**src/rtl/spot_gen_pkg.sv**
```systemverilog
// Shared constants for the multi-spot rectangle generator: config field codes
// and the width used for position+size comparisons.
package spot_gen_pkg;

  localparam logic [1:0] FIELD_HPOS   = 2'd0;
  localparam logic [1:0] FIELD_VPOS   = 2'd1;
  localparam logic [1:0] FIELD_WIDTH  = 2'd2;
  localparam logic [1:0] FIELD_HEIGHT = 2'd3;

  // One bit wider than the widest operand so pos+size can never wrap.
  function automatic int cmp_width(input int coord_w, input int size_w);
    return ((coord_w > size_w) ? coord_w : size_w) + 1;
  endfunction

endpackage

```
**src/rtl/spot_window_cmp.sv**
```systemverilog
// One spot channel: shadow/active geometry registers, frame-start commit and
// the combinational window hit test against the beam counters.
module spot_window_cmp
  import spot_gen_pkg::*;
#(
  parameter int COORD_W = 10,
  parameter int SIZE_W  = 10
) (
  input  logic               clk,
  input  logic               reset_n,
  input  logic               frame_start,
  input  logic               wr_en,
  input  logic [1:0]         wr_field,
  input  logic [COORD_W-1:0] wr_data,
  input  logic               en,
  input  logic [COORD_W-1:0] h_count,
  input  logic [COORD_W-1:0] v_count,
  output logic               hit
);

  localparam int CW = cmp_width(COORD_W, SIZE_W);

  logic [COORD_W-1:0] sh_hpos, sh_vpos, act_hpos, act_vpos;
  logic [SIZE_W-1:0]  sh_width, sh_height, act_width, act_height;
  logic [CW-1:0]      data_ext;
  logic [CW-1:0]      hpos_e, vpos_e, width_e, height_e, h_e, v_e;

  // Size fields take the low SIZE_W bits; zero-extension covers SIZE_W > COORD_W.
  assign data_ext = CW'(wr_data);

  always_ff @(posedge clk or negedge reset_n) begin
    if (!reset_n) begin
      sh_hpos   <= '0;
      sh_vpos   <= '0;
      sh_width  <= '0;
      sh_height <= '0;
    end else if (wr_en) begin
      case (wr_field)
        FIELD_HPOS:   sh_hpos   <= wr_data;
        FIELD_VPOS:   sh_vpos   <= wr_data;
        FIELD_WIDTH:  sh_width  <= data_ext[SIZE_W-1:0];
        default:      sh_height <= data_ext[SIZE_W-1:0];
      endcase
    end
  end

  // Writes are stalled during frame_start, so the commit always sees whole fields.
  always_ff @(posedge clk or negedge reset_n) begin
    if (!reset_n) begin
      act_hpos   <= '0;
      act_vpos   <= '0;
      act_width  <= '0;
      act_height <= '0;
    end else if (frame_start) begin
      act_hpos   <= sh_hpos;
      act_vpos   <= sh_vpos;
      act_width  <= sh_width;
      act_height <= sh_height;
    end
  end

  always_comb begin
    hpos_e   = CW'(act_hpos);
    vpos_e   = CW'(act_vpos);
    width_e  = CW'(act_width);
    height_e = CW'(act_height);
    h_e      = CW'(h_count);
    v_e      = CW'(v_count);
    hit      = en
            && (hpos_e < h_e) && (h_e < hpos_e + width_e)
            && (vpos_e < v_e) && (v_e < vpos_e + height_e);
  end

endmodule

```
**src/rtl/spot_generator_multi.sv**
```systemverilog
// Multi-spot rectangle generator: config decode into per-spot shadow registers,
// registered per-spot/combined video, and per-frame collision flags.
module spot_generator_multi
  import spot_gen_pkg::*;
#(
  parameter int NUM_SPOTS = 4,
  parameter int COORD_W   = 10,
  parameter int SIZE_W    = 10,
  parameter int IDX_W     = 2
) (
  input  logic                 clk,
  input  logic                 reset_n,
  input  logic [COORD_W-1:0]   h_count,
  input  logic [COORD_W-1:0]   v_count,
  input  logic                 frame_start,
  input  logic [NUM_SPOTS-1:0] spot_en,
  input  logic                 cfg_valid,
  output logic                 cfg_ready,
  input  logic [IDX_W-1:0]     cfg_idx,
  input  logic [1:0]           cfg_field,
  input  logic [COORD_W-1:0]   cfg_data,
  output logic [NUM_SPOTS-1:0] spot_out,
  output logic                 video_out,
  output logic [NUM_SPOTS-1:0] collision,
  output logic                 collision_valid
);

  logic                 ready_q;
  logic                 cfg_fire;
  logic [NUM_SPOTS-1:0] hit;
  logic [NUM_SPOTS-1:0] spot_p1;
  logic                 video_p1;
  logic [NUM_SPOTS-1:0] overlap;
  logic [NUM_SPOTS-1:0] flag_p2;
  logic [NUM_SPOTS-1:0] collision_p2;
  logic                 vld_p2;

  function automatic logic multi_hit(input logic [NUM_SPOTS-1:0] v);
    int cnt;
    cnt = 0;
    for (int k = 0; k < NUM_SPOTS; k++) cnt += int'(v[k]);
    return cnt >= 2;
  endfunction

  always_ff @(posedge clk or negedge reset_n) begin
    if (!reset_n) ready_q <= 1'b0;
    else          ready_q <= 1'b1;
  end

  assign cfg_ready = ready_q & ~frame_start;
  assign cfg_fire  = cfg_valid & cfg_ready;

  // Out-of-range cfg_idx matches no channel, so the write is simply dropped.
  for (genvar i = 0; i < NUM_SPOTS; i++) begin : g_spot
    logic wr_en;
    assign wr_en = cfg_fire && (int'(cfg_idx) == i);

    spot_window_cmp #(
      .COORD_W (COORD_W),
      .SIZE_W  (SIZE_W)
    ) u_win (
      .clk         (clk),
      .reset_n     (reset_n),
      .frame_start (frame_start),
      .wr_en       (wr_en),
      .wr_field    (cfg_field),
      .wr_data     (cfg_data),
      .en          (spot_en[i]),
      .h_count     (h_count),
      .v_count     (v_count),
      .hit         (hit[i])
    );
  end

  // Stage 1: registered video
  always_ff @(posedge clk or negedge reset_n) begin
    if (!reset_n) begin
      spot_p1  <= '0;
      video_p1 <= 1'b0;
    end else begin
      spot_p1  <= hit;
      video_p1 <= |hit;
    end
  end

  always_comb begin
    overlap = '0;
    if (multi_hit(spot_p1)) overlap = spot_p1;
  end

  // Stage 2: collision accumulation; the frame_start cycle's overlap closes the old frame
  always_ff @(posedge clk or negedge reset_n) begin
    if (!reset_n) begin
      flag_p2      <= '0;
      collision_p2 <= '0;
      vld_p2       <= 1'b0;
    end else if (frame_start) begin
      collision_p2 <= flag_p2 | overlap;
      flag_p2      <= '0;
      vld_p2       <= 1'b1;
    end else begin
      flag_p2      <= flag_p2 | overlap;
      vld_p2       <= 1'b0;
    end
  end

  assign spot_out        = spot_p1;
  assign video_out       = video_p1;
  assign collision       = collision_p2;
  assign collision_valid = vld_p2;

endmodule

```
**config.mk**
```make
export PLATFORM = sky130hd
export DESIGN_NAME = spot_generator_multi
export DESIGN_NICKNAME = d
export VERILOG_FILES = /design/src/rtl/spot_gen_pkg.sv /design/src/rtl/spot_window_cmp.sv /design/src/rtl/spot_generator_multi.sv
export SDC_FILE = /design/constraint.sdc
export NUM_CORES = 1
export LEC_CHECK = 0
export ABC_AREA = 1
export CAP_MARGIN = 0
export CELL_PAD_IN_SITES_DETAIL_PLACEMENT = 0
export CELL_PAD_IN_SITES_GLOBAL_PLACEMENT = 1
export CORE_MARGIN = 2
export CORE_UTILIZATION = 40
export DETAILED_ROUTE_END_ITERATION = 16
export DONT_BUFFER_PORTS = 1
export GPL_TIMING_DRIVEN = 0
export HOLD_SLACK_MARGIN = 0.15
export PLACE_DENSITY_LB_ADDON = 0.15
export SLEW_MARGIN = 10
export SYNTH_ARGS = -nofsm -noshare
export SYNTH_HDL_FRONTEND = slang
export SYNTH_SLANG_ARGS = --single-unit
export TNS_END_PERCENT = 100
```
**constraint.sdc**
```tcl
create_clock -name clk -period 3.29 [get_ports clk]
set_input_delay 0.1645 -clock clk [delete_from_list [all_inputs] [get_ports clk]]
set_output_delay 0.1645 -clock clk [all_outputs]
set_load 0.01 [all_outputs]
```
# Yosys cells after proc, flatten, opt, wreduce, memory -nomap -nowiden
# Cells that the tools add are included.
[op_classes] n_reduce_logical=40 magnitude_cmp=17 n_bitwise=5 n_mux=3 addsub=11 n_eq_ne=5
[op_table] op="10-bit by 10-bit adder with 11-bit output" count=8
[op_table] op="10-bit by 11-bit less-than comparator with 1-bit output" count=8
[op_table] op="10-bit less-than comparator" count=8
[op_table] op="2-bit AND reduction" count=16
[op_table] op="1-bit logical AND" count=20
[op_table] op="4-bit two-way mux" count=2
[op_table] op="2-bit equality test, second input constant" count=3
[op_table] op="3-bit by 1-bit adder with 4-bit output" count=1
[op_table] op="2-bit by 1-bit equality test with 1-bit output, second input constant" count=2
[op_table] op="4-bit by 2-bit >= comparator with 1-bit output, second input constant" count=1
[op_table] op="2-bit logical NOT" count=2
[op_table] op="4-bit bitwise OR" count=1
[op_table] op="4-bit OR reduction" count=1
[op_table] op="2-bit by 1-bit adder with 3-bit output" count=1
[op_table] op="3-bit OR reduction" count=1
[op_table] op="1-bit by 1-bit adder with 2-bit output" count=1
[op_table] op="1-bit AND" count=2
[op_table] op="1-bit inverter" count=2
[op_table] op="1-bit two-way mux" count=1
[word_totals] regBits=335 in_bits=42 output_inout_bits=11 elab_cells=119

# Depth between registers and ports, before layout
# Gate-level depths: netlist of run 1.
[logic_depth] ltp_word=7 mapped_depth=21 depth_no_buf=21

# Cells and area by module
# From an unflattened synthesis of run 1, not the netlist that was laid out.
[unflattened] cells_unflattened=2050 area_unflattened_um2=19382.3
[by_module_without_submodules] module="spot_window_cmp" seq_area_each_um2=2001.9 cells_each=497 area_each_um2=4693.3 instances=4
[by_module_without_submodules] module="spot_generator_multi" seq_area_each_um2=375.4 cells_each=62 area_each_um2=609.3 instances=1

# Worst setup path after synthesis of run 1
# No wires, ideal clock.
[synth_timing] kind="register to register" startpoint="reg g_spot[2].u_win.act_width[0]" endpoint="reg video_p1, in the netlist video_out" required_ns=3.225 arrival_time_ns=2.460 setup_ns=0.065 period_less_slack_ns=2.525 setup_slack_ns=0.765 path_buffers=0 path_stages_with_launch=21 path_cell_list="dfrtp_1 -> ha_1 -> fa_1 -> inv_1 -> nor2_1 -> nor2_1 -> xor2_1 -> ha_1 -> nand2_1 -> inv_1 -> a21oi_1 -> nand2_1 -> nand2_1 -> nand2_1 -> nand2_1 -> nand2_1 -> nand2_1 -> nand3_1 -> nor2_1 -> nor2_1 -> nand2_1"
[synth_via] elab_chain_cells=6
[synth_lines] element="start, declared" line="spot_window_cmp.sv:24" rtl="logic [SIZE_W-1:0] sh_width, sh_height, act_width, act_height;"
[synth_lines] element="start signal, assigned" line="spot_window_cmp.sv:57" rtl="act_width <= sh_width;"
[synth_lines] element="10-bit by 10-bit adder with 11-bit output" line="spot_window_cmp.sv:70" rtl="&& (hpos_e < h_e) && (h_e < hpos_e + width_e)"
[synth_lines] element="10-bit by 11-bit less-than comparator with 1-bit output" line="spot_window_cmp.sv:70"
[synth_lines] element="1-bit logical AND" line="spot_window_cmp.sv:70"
[synth_lines] element="1-bit logical AND (2 in series)" line="spot_window_cmp.sv:71" rtl="&& (vpos_e < v_e) && (v_e < vpos_e + height_e);"
[synth_lines] element="net g_spot[2].u_win.hit" line="spot_window_cmp.sv:18" rtl="output logic hit"
[synth_lines] element="4-bit OR reduction" line="spot_generator_multi.sv:82" rtl="video_p1 <= |hit;"
[synth_lines] element="end signal, assigned" line="spot_generator_multi.sv:82"
[synth_lines] element="end, declared" line="spot_generator_multi.sv:32" rtl="logic video_p1;"
# The timed path passes the listed nets, and every way through them passes these cells.
# A chain may end at the register's enable or synchronous reset.

# Worst setup path in the final report of run 1
[layout_timing] startpoint="reg g_spot[1].u_win.act_hpos[2]" endpoint="reg video_p1, in the netlist video_out"
[layout_via] elab_chain_cells=6 elab_cells_between_ends=8 classes_between="1 x add/sub; 2 x order compare; 5 x reduce/logical"
[layout_lines] element="start, declared" line="spot_window_cmp.sv:23" rtl="logic [COORD_W-1:0] sh_hpos, sh_vpos, act_hpos, act_vpos;"
[layout_lines] element="start signal, assigned" line="spot_window_cmp.sv:55" rtl="act_hpos <= sh_hpos;"
[layout_lines] element="10-bit by 10-bit adder with 11-bit output or 10-bit less-than comparator (tied branches)" line="spot_window_cmp.sv:70"
[layout_lines] element="10-bit by 11-bit less-than comparator with 1-bit output or 1-bit logical AND (tied branches)" line="spot_window_cmp.sv:70"
[layout_lines] element="1-bit logical AND (*)" line="spot_window_cmp.sv:70"
[layout_lines] element="1-bit logical AND (*) (2 in series)" line="spot_window_cmp.sv:71"
[layout_lines] element="net g_spot[1].u_win.hit" line="spot_window_cmp.sv:18"
[layout_lines] element="4-bit OR reduction (*)" line="spot_generator_multi.sv:82"
# The timed path passes the listed nets; every way through them passes the cells marked *.

==> flow_summary.json, run 1 <==
{
  "portBuffers": 0,
  "finalMaxSlewViolations": 0,
  "cts_hold_buf": 23,
  "pre_cts_ws_ns": 0.0366,
  "fin_tns_setup_ns": 0,
  "holdWs_ns": -0.664,
  "critPathKind": "flop to flop",
  "overflow": 0,
  "finalSetupViolations": 0,
  "initial_utilization": 0.405,
  "antenna_found_initial": 1,
  "num_rows": 79,
  "internal_power_mw": 8.00,
  "netlist_instances": 2246,
  "max_freq_mhz": 322,
  "cts.sinks": 335,
  "seqPwrFrac": 0.439,
  "post-place-cells": 2853,
  "syn_area_um2": 18800,
  "drv_cap": 0,
  "antenna_left": 0,
  "grt_pass1_vias": 14900,
  "crit_path_frequent_cell": "nand2_1",
  "viasPerCell": 5.14,
  "power_frac_clock": 0.325,
  "avgSynthCellArea_um2": 8.39,
  "hpwl_um": 41500,
  "synth_edf_count": 0,
  "grt_first_pass_wirelength_um": 88800,
  "max_slew.worst_pin.slew_ns": 1.21,
  "synth_seq_cells": 335,
  "syn_nets": 2521,
  "relSlewSlack": 0.194,
  "root_buffer": "clkbuf_16",
  "path_clk_slew_ns": 0.06,
  "die_width_um": 221,
  "fin_ws_ns": 0.186,
  "dpl-instance-area_um2": 19600,
  "worstHoldPathType": "input port to asynchronous set/reset pin",
  "hold_viol": 335,
  "drt_iter0_markers": 1261,
  "cts_setup_buffers": 0,
  "post-route-cell-area_um2": 20900,
  "ys_seq_area_frac": 0.445,
  "stdcell_count": 2932,
  "cp.arrival_ns": 3.56,
  "status": "finished with violations",
  "die_h_um": 221,
  "start_kind": "flop",
  "synth_flop_cell": "dfrtp_1",
  "finalPower_mw": 11.7,
  "clock_latency_ns": 0.52,
  "p_leak_nw": 10.8,
  "cts_buffer_depth": 3,
  "pwr-share-comb": 0.235,
  "place.gp.congestion": 0.829,
  "ys_types": 36,
  "fin_crit_sh": 0.944,
  "cts_buffers": 35,
  "period_needed_ns": 3.10,
  "dieArea_um2": 48900,
  "antenna_cells": 0,
  "wl_per_cell_um": 19.2,
  "p_per_area_nw_per_um2": 560,
  "ys_warn_count": 0,
  "core_um2": 46600,
  "grt_start_max_net_pins": 336,
  "critPathMaxStageDelay_ns": 0.45,
  "path_cells": "ha_1 -> a21oi_1 -> o21ai_0 -> a21oi_1 -> xor2_1 -> ha_1 -> nand2_1 -> a21oi_1 -> nor2_1 -> nand2_1 -> nand2_1 -> nand2_1 -> nand2_1 -> nand2_1 -> nand2_1 -> nand3_1 -> nor2_4 -> nor2_1 -> nand2_1",
  "htree_levels": 2,
  "routed_wl_um": 56200,
  "dr.pass1.iters": 7,
  "clock-skew-final_ns": 0.0110,
  "fill_cells": 4630,
  "async_flop_share": 1.00,
  "p_sw_mw": 3.73,
  "track_usage": 0.233,
  "cts_tree": "yes",
  "critPathSlowestCell": "dfrtp_1",
  "cp_max_fo": 6,
  "area_delta_synth_final_pct": 11.1,
  "post-route-drc-count": 0,
  "pin_count": 53,
  "nets": 2581,
  "violations": "hold timing",
  "swShare": 0.318,
  "endpoint_kind": "flop",
  "rsz0062_at_grt": "false",
  "peakVddDrop_mv": 0.311,
  "num_vias": 15100,
  "required_ns": 3.75,
  "layout-drive-gt1-share": 0.0495
}
==> synthesized netlist by cell type, types with 2 or more instances <==
cell type / number / area, um2
buf_4: 4 / 30.0
nor3_1: 2 / 10.0
nor4_2: 2 / 25.0
o2111ai_1: 12 / 105
a31oi_1: 5 / 31.3
buf_1: 2 / 7.51
a21boi_0: 4 / 30.0
buf_6: 4 / 45.0
o21a_1: 13 / 97.6
nand4_1: 4 / 25.0
nand2_1: 891 / 3340
ha_1: 224 / 2800
or2_2: 3 / 18.8
xnor2_1: 36 / 315
a21oi_1: 138 / 691
inv_2: 4 / 15.0
a21o_1: 13 / 97.6
a211oi_1: 2 / 15.0
xor2_1: 25 / 219
o21ai_0: 41 / 205
nor4_1: 4 / 25.0
buf_2: 37 / 185
dfrtp_1: 335 / 8380
nand3_1: 50 / 250
nor2_1: 85 / 319
nor3_2: 3 / 30.0
fa_1: 9 / 180
o21ai_1: 160 / 801
o211ai_1: 4 / 30.0
inv_1: 94 / 353
clkbuf_1: 31 / 116
==> power by group through the flow <==
stage	clock network [mW]	registers (mW)	logic, mW
after floorplan	0	5.01	2.09
after CTS	3.89	5.14	2.77
final	3.82	5.15	2.76
after global routing	4.06	5.21	3.24
after global placement	0	5.20	2.65
after detailed placement	0	5.21	2.72
==> cell usage in the layout, fill, tap and decap left out, types with 39 or more instances in the layout <==
master    count
clkbuf_1     39
o21ai_0      41
o21ai_1     160
inv_1        94
nand3_1      50
dfrtp_1     335
nand2_1     891
a21oi_1     135
ha_1        224
nor2_1       82
==> path summary, 6_finish.rpt <==
path / slack (ns) / to / depth (start not counted) / start
hold reg to reg: 0.47 / g_spot[3].u_win.act_hpos[9] / 2 / g_spot[3].u_win.sh_hpos[9]
setup reg to reg: 0.19 / video_out / 19 / g_spot[1].u_win.act_hpos[2]
min in group clk: 0.16 / g_spot[1].u_win.sh_hpos[0] / 4 / cfg_idx[1]
hold / removal: -0.66 / g_spot[1].u_win.act_height[3] / 0 / reset_n
setup / recovery: 0.19 / video_out / 19 / g_spot[1].u_win.act_hpos[2]
max in group asynchronous: 3.25 / g_spot[2].u_win.sh_height[5] / 0 / reset_n
==> stage by stage <==
| step | hold slack, ns | util |
|---|---|---|
| 3_5_place_dp | -0.123 | 0.421 |
| 6_report | -0.664 | 0.450 |
| 3_3_place_gp | -0.123 | 0.421 |
| 4_1_cts | -0.679 | 0.449 |
| 2_1_floorplan | -0.131 | - |
| 5_1_grt | -0.680 | 0.450 |
==> timing repair <==
item	4_1_cts	5_1_grt
setup endpoints to repair	0	2
hold endpoints to repair	485	335
resized for setup	0	8
==> critical path: cells and delay by family, from the launching register on <==
family / cells / cell delay, ns
AND/OR/NAND/NOR: 12 / 1.07
AO/OA/AOI/OAI: 4 / 0.62
adder cells (fa/ha/maj): 2 / 0.66
flip-flops: 1 / 0.45
XOR/XNOR: 1 / 0.24
==> flip-flops by register name (all words and copies together), names as in the netlist, 40 cells and up <==
signal and count:
g_spot.u_win.act_height 40, g_spot.u_win.act_hpos 40, g_spot.u_win.act_vpos 40, g_spot.u_win.act_width 40, g_spot.u_win.sh_height 40, g_spot.u_win.sh_hpos 40
g_spot.u_win.sh_vpos 40, g_spot.u_win.sh_width 40
==> cell type report <==
class                      count  area [um2]  share of cell area
buffer                        78         384              0.0183
sequential                   335        8380               0.400
clock buffer                  52        1050              0.0502
tap                          607         759              0.0363
multi-input combinational   1735        9740               0.465
timing repair buffer          23         230              0.0110
clock inverter                 4        26.3             0.00125
inverter                      98         368              0.0176
==> cell families after synthesis <==
group	after synthesis	synth area share
AO/OA/AOI/OAI	393	0.112
XOR/XNOR	61	0.0283
adder cells (fa/ha/maj)	233	0.158
buffers and inverters	176	0.0399
flip-flops	335	0.445
other	1	0.000199
AND/OR/NAND/NOR	1047	0.217
==> routing by layer <==
metal	wire length [um]	track usage	share of wire	up-vias
li1	-	-	-	7502
met1	27500	0.340	0.49	7233
met2	25300	0.369	0.45	279
met3	2230	0.0323	0.040	63
met4	1200	0.0535	0.021	2
met5	7	0	0.00012	-
(Power assumes the default switching activity.)
==> run 2: changes to the inputs <==
SYNTH_HIERARCHICAL = 1   (was not set)
==> flow_summary.json, run 2 <==
{
  "final_cell_mix": "426 x nand2_1, 335 x dfrtp_1, 224 x ha_1",
  "hpwl_um": 37500,
  "clock_latency_ns": 0.55,
  "p_leak_nw": 11.0,
  "nets": 2384,
  "period_needed_ns": 3.09,
  "muxShareOfSynthArea": 0.0883,
  "synthTopCellsByArea": "dfrtp_1 43%, ha_1 14%, mux2_2 8.8%",
  "rsz0062_at_grt": "false",
  "synth_xor_area_frac": 0.0289,
  "holdWs_ns": -0.648,
  "max_freq_mhz": 324,
  "ys_seq_area_frac": 0.433,
  "synth_compound_area_frac": 0.108,
  "endpoint_kind": "flop",
  "cts_buffers": 38,
  "finalSetupViolations": 0,
  "cp.arrival_ns": 3.51,
  "grt_start_max_net_pins": 336,
  "initial_utilization": 0.406,
  "r2r-end": "video_out",
  "seq_area_um2": 8380,
  "wl_per_cell_um": 18.6,
  "critPathBufInv": 1,
  "r2r_start": "g_spot[2].u_win/act_height[0]",
  "num_vias": 14100,
  "avgSynthCellArea_um2": 9.45,
  "critPathKind": "flop to flop",
  "netlist_instances": 2050,
  "path_cells": "ha_1 -> fa_1 -> a21oi_2 -> o21ai_2 -> xor2_1 -> ha_1 -> a21oi_1 -> dlygate4sd3_1 -> nand2_1 -> nand2_1 -> a21oi_1 -> nor2_2 -> nor2_1 -> nand2_1",
  "layout-drive-gt1-share": 0.144,
  "die_width_um": 224,
  "routed_wl_um": 51300,
  "antenna_found_initial": 5,
  "portBuffers": 0,
  "cts_buffer_depth": 3,
  "r2r_slack_ns": 0.20,
  "die_h_um": 224,
  "drt_iter0_markers": 839,
  "async_flop_share": 1.00,
  "critPathMaxStageDelay_ns": 0.55,
  "cts_hold_buf": 19,
  "area_delta_synth_final_pct": 11.6,
  "ff2ff_path_depth": 14,
  "synth_flop_cell": "dfrtp_1",
  "stdcell_count": 2755,
  "cts_tree": "yes",
  "peakVddDrop_mv": 0.380,
  "synth_edf_count": 0,
  "drv_cap": 0,
  "synth_top_area_cell": "dfrtp_1",
  "ys_warn_count": 6,
  "htree_levels": 2,
  "clock-skew-final_ns": 0.0306,
  "overflow": 0,
  "grt_pass1_vias": 14200,
  "required_ns": 3.71,
  "layout_commonest_cell": "nand2_1",
  "ys_types": 34,
  "status": "finished with violations",
  "pin_count": 53,
  "fin_crit_sh": 0.939,
  "critPathSlowestCell": "dlygate4sd3_1",
  "synth-simple-area-share": 0.135,
  "p_per_area_nw_per_um2": 574,
  "worstHoldPathType": "input port to asynchronous set/reset pin",
  "multi_input_area_um2": 10000,
  "dr.pass1.iters": 5,
  "path_clk_slew_ns": 0.06,
  "hold_viol": 335,
  "violations": "hold timing",
  "crit_path_frequent_cell": "nand2_1",
  "synth_seq_cells": 335,
  "finalMaxSlewViolations": 0,
  "synthAdderAreaFrac": 0.154,
  "grt_first_pass_wirelength_um": 80000,
  "crit_family": "adder cells",
  "num_rows": 80,
  "core_um2": 47700,
  "syn_area_um2": 19400,
  "relSlewSlack": 0.207,
  "yosysTopAreaCellShare": 0.433,
  "dieArea_um2": 50200,
  "cts.sinks": 335,
  "root_buffer": "clkbuf_16",
  "place.gp.congestion": 0.800,
  "fin_tns_setup_ns": 0,
  "track_usage": 0.208,
  "finalPower_mw": 12.4,
  "cp_max_fo": 4,
  "max_slew.worst_pin.slew_ns": 1.19,
  "post-place-cells": 2665,
  "cts_setup_buffers": 0,
  "post-route-drc-count": 0,
  "antenna_left": 0,
  "synth_top_family_by_area": "adder cells",
  "viasPerCell": 5.11,
  "synth.most_common_cell": "nand2_1",
  "fill_cells": 4656,
  "yosys-top-cells-count": "427 x nand2_1, 335 x dfrtp_1, 224 x ha_1",
  "syn_nets": 2325,
  "start_kind": "flop"
}
==> run 2: worst reg2reg max path, cell delays in order (launching register included) <==
cell,delay [ns]
dfrtp_1,0.42
ha_1,0.27
fa_1,0.48
a21oi_2,0.22
o21ai_2,0.07
xor2_1,0.15
ha_1,0.29
a21oi_1,0.06
dlygate4sd3_1,0.55
nand2_1,0.07
nand2_1,0.04
a21oi_1,0.15
nor2_2,0.07
nor2_1,0.08
nand2_1,0.06
==> run 2: report_power, final <==
part	switching, mW	internal (mW)	total (mW)
Clock	1.74	2.49	4.23
Sequential	0.469	4.70	5.17
Combinational	1.67	1.35	3.02
==> run 2: cells by family (layout without fill, tap and decap cells) <==
kind of cell / Yosys count / in the layout
AO/OA/AOI/OAI: 368 / 368
XOR/XNOR: 64 / 64
adder cells (fa/ha/maj): 233 / 233
buffers and inverters: 270 / 357
flip-flops: 335 / 335
multiplexers: 152 / 152
other: 1 / 4
AND/OR/NAND/NOR: 627 / 627
==> run 2: timing repair <==
| item | CTS | global route |
|---|---|---|
| setup endpoints to repair | 0 | 3 |
| gates resized for setup | 0 | 11 |
| hold endpoints to repair | 517 | 335 |
==> run 2: worst max path at each step <==
stage,from,endpoint,cells past startpoint
4_1_cts,g_spot[0].u_win/act_hpos[0],video_out,20
3_3_place_gp,g_spot[0].u_win/act_hpos[0],video_out,20
3_5_place_dp,g_spot[0].u_win/act_hpos[0],video_out,20
2_1_floorplan,g_spot[3].u_win/act_hpos[0],video_out,20
5_1_grt,g_spot[2].u_win/act_hpos[0],video_out,20
6_report,g_spot[2].u_win/act_height[0],video_out,14
==> run 2: final cells by class <==
| cell class | instances | share of cell area |
|---|---|---|
| repair buffers | 19 | 0.00879 |
| flip-flops and latches | 335 | 0.387 |
| inverters | 217 | 0.0376 |
| multi-input cells | 1445 | 0.462 |
| clock inverters | 14 | 0.00717 |
| clock buffers | 54 | 0.0505 |
| diodes | 3 | 0.000347 |
| plain buffers | 53 | 0.0105 |
| well taps | 615 | 0.0356 |
==> run 2: metrics by stage <==
step	setup slack [ns]	util	hold slack (ns)	area, um2
floorplan	0.795	-	-0.131	19400
global placement	0.0600	0.422	-0.105	20200
detailed placement	0.0315	0.422	-0.103	20200
CTS	0.00707	0.452	-0.676	21600
global route	0.00357	0.453	-0.682	21600
finish	0.201	0.453	-0.648	21600
==> run 2: per-layer routing <==
metal | wire (um) | vias to the layer above | track usage
li1 | - | 6990 | -
met1 | 22600 | 6802 | 0.265
met2 | 25500 | 197 | 0.367
met3 | 1790 | 74 | 0.0281
met4 | 1320 | 4 | 0.0596
met5 | 24 | - | 0
==> run 3: changes to the inputs <==
PLACE_DENSITY_LB_ADDON = 0.1   (was 0.15)
==> flow_summary.json, run 3 (same netlist as run 2, synthesis figures left out) <==
{
  "status": "finished with violations",
  "violations": "hold timing",
  "antenna_found_initial": 4,
  "internal_power_mw": 8.65,
  "viasPerCell": 5.07,
  "final_util": 0.456,
  "track_usage": 0.211,
  "fin_tns_setup_ns": 0,
  "multi_input_area_um2": 10100,
  "post-route-drc-count": 0,
  "hpwl_um": 38100,
  "num_rows": 80,
  "critPathMaxStageDelay_ns": 0.40,
  "root_buffer": "clkbuf_16",
  "swShare": 0.306,
  "power_frac_clock": 0.339,
  "max_freq_mhz": 333,
  "cts_buffers": 38,
  "ff2ff_path_depth": 20,
  "required_ns": 3.75,
  "rsz0062_at_grt": "false",
  "fin_crit_sh": 0.912,
  "p_per_area_nw_per_um2": 573,
  "place.gp.congestion": 0.803,
  "finalMaxSlewViolations": 0,
  "area_delta_synth_final_pct": 12.2,
  "antenna_left": 0,
  "critPathKind": "flop to flop",
  "nets": 2389,
  "peakVddDrop_mv": 0.405,
  "seq_area_um2": 8390,
  "grt_pass1_vias": 14300,
  "cts_buffer_depth": 3,
  "period_needed_ns": 3.00,
  "core_um2": 47700,
  "initial_utilization": 0.406,
  "finalSetupViolations": 0,
  "p_leak_nw": 11.1,
  "clock-skew-final_ns": 0.0130,
  "worstHoldPathType": "input port to asynchronous set/reset pin",
  "dr.pass1.iters": 5,
  "endpoint_kind": "flop",
  "pin_count": 53,
  "r2r_start": "g_spot[3].u_win/act_hpos[0]",
  "cts.sinks": 335,
  "num_vias": 14000,
  "crit_path_frequent_cell": "nand2_1",
  "post-place-cells": 2665,
  "layout-drive-gt1-share": 0.152,
  "grt_start_max_net_pins": 336,
  "path_clk_slew_ns": 0.06,
  "drv_cap": 0,
  "cp.arrival_ns": 3.46,
  "layout_commonest_cell": "nand2_1",
  "seqPwrFrac": 0.416,
  "p_sw_mw": 3.81,
  "critPathLaunch": "g_spot[3].u_win/act_hpos[0]",
  "drt_iter0_markers": 856,
  "htree_levels": 2,
  "start_kind": "flop",
  "r2r-end": "video_out",
  "max_slew.worst_pin.slew_ns": 1.01,
  "relSlewSlack": 0.329,
  "overflow": 0,
  "final_cell_mix": "423 x nand2_1, 332 x dfrtp_1, 219 x ha_1",
  "die_width_um": 224,
  "portBuffers": 0,
  "wl_per_cell_um": 18.7,
  "die_h_um": 224,
  "stdcell_count": 2755,
  "routed_wl_um": 51600,
  "pwr-share-comb": 0.245,
  "fill_cells": 4630,
  "cts_tree": "yes",
  "path_cells": "ha_1 -> fa_2 -> inv_1 -> nor2_1 -> nor2_2 -> xor2_1 -> ha_1 -> nand2_1 -> inv_1 -> a21oi_1 -> nand2_1 -> nand2_1 -> nand2_1 -> nand2_1 -> nand2_1 -> nand2_1 -> nand3_2 -> nor2_4 -> nor2_1 -> nand2_1",
  "cp_max_fo": 4,
  "endpoint": "video_out",
  "critPathSlowestCell": "fa_2",
  "hold_viol": 335,
  "dieArea_um2": 50200,
  "r2r_slack_ns": 0.29,
  "clock_latency_ns": 0.53,
  "holdWs_ns": -0.618,
  "grt_first_pass_wirelength_um": 81200
}
## run 3: cell count changes in the layout (fill, tap and decap cells not counted), sizes merged
cell and delta:
buf +5, clkinv -4, clkbuf +1, clkinvlp -1, inv -1
## run 3: worst max-delay path: cells and delay by family (launching register included)
kind,cells,cell delay [ns]
AOI/OAI and AO/OA,1,0.13
xor gates and xnor gates,1,0.17
adders and majority gates,3,0.94
buffers and inverters,2,0.13
DFF,1,0.38
and+or+nand+nor,13,1.19
## run 3: per-stage QoR
stage          worst slack [ns]  instance area (um2)  total power [mW]
3_5_place_dp            -0.0254                20200              8.24
6_report                  0.290                21800              12.5
5_1_grt                  0.0109                21800              13.3
4_1_cts                  0.0138                21600              12.6
2_1_floorplan             0.795                19400              7.44
3_3_place_gp            -0.0548                20200              8.16
## run 3: timing repair
action,in CTS,in global routing
pin swaps,0,12
setup buffers,0,5
endpoints found under the setup margin,1,3
hold endpoints to repair,517,336
resized for setup,1,28
hold buffers,19,1
## run 3: worst min-delay path by stage
stage / slack (ns) / end
final: -0.62 / g_spot[3].u_win/act_width[8]
after global routing: -0.66 / g_spot[3].u_win/act_height[8]
after CTS: -0.67 / g_spot[3].u_win/act_height[8]
after detailed placement: -0.1 / g_spot[3].u_win/act_width[9]
after global placement: -0.1 / g_spot[3].u_win/act_width[8]
after floorplan: -0.13 / collision[0]
## run 3: area by class of cell
| cell class | count | area share |
|---|---|---|
| Antenna cell | 3 | 0.000345 |
| Buffer | 53 | 0.0104 |
| Clock buffer | 55 | 0.0528 |
| Clock inverter | 8 | 0.00443 |
| Inverter | 217 | 0.0374 |
| Multi-Input combinational cell | 1445 | 0.463 |
| Sequential cell | 335 | 0.386 |
| Tap cell | 615 | 0.0354 |
| Timing Repair Buffer | 24 | 0.0105 |
## run 3: power by group through the flow
stage | Sequential (mW) | Clock, mW | Combinational [mW]
2_1_floorplan | 5.04 | 0 | 2.40
3_3_place_gp | 5.26 | 0 | 2.90
3_5_place_dp | 5.27 | 0 | 2.97
4_1_cts | 5.20 | 4.35 | 3.05
6_report | 5.18 | 4.22 | 3.06
5_1_grt | 5.27 | 4.50 | 3.57
## run 3: metal layers
| layer | track usage | part of all wire | vias to the layer above | routed length, um |
|---|---|---|---|---|
| met5 | 0 | 0.00025 | - | 13 |
| met1 | 0.263 | 0.44 | 6745 | 22700 |
| met2 | 0.387 | 0.51 | 154 | 26500 |
| met4 | 0.0490 | 0.020 | 2 | 1050 |
| li1 | - | - | 6993 | - |
| met3 | 0.0278 | 0.027 | 62 | 1390 |
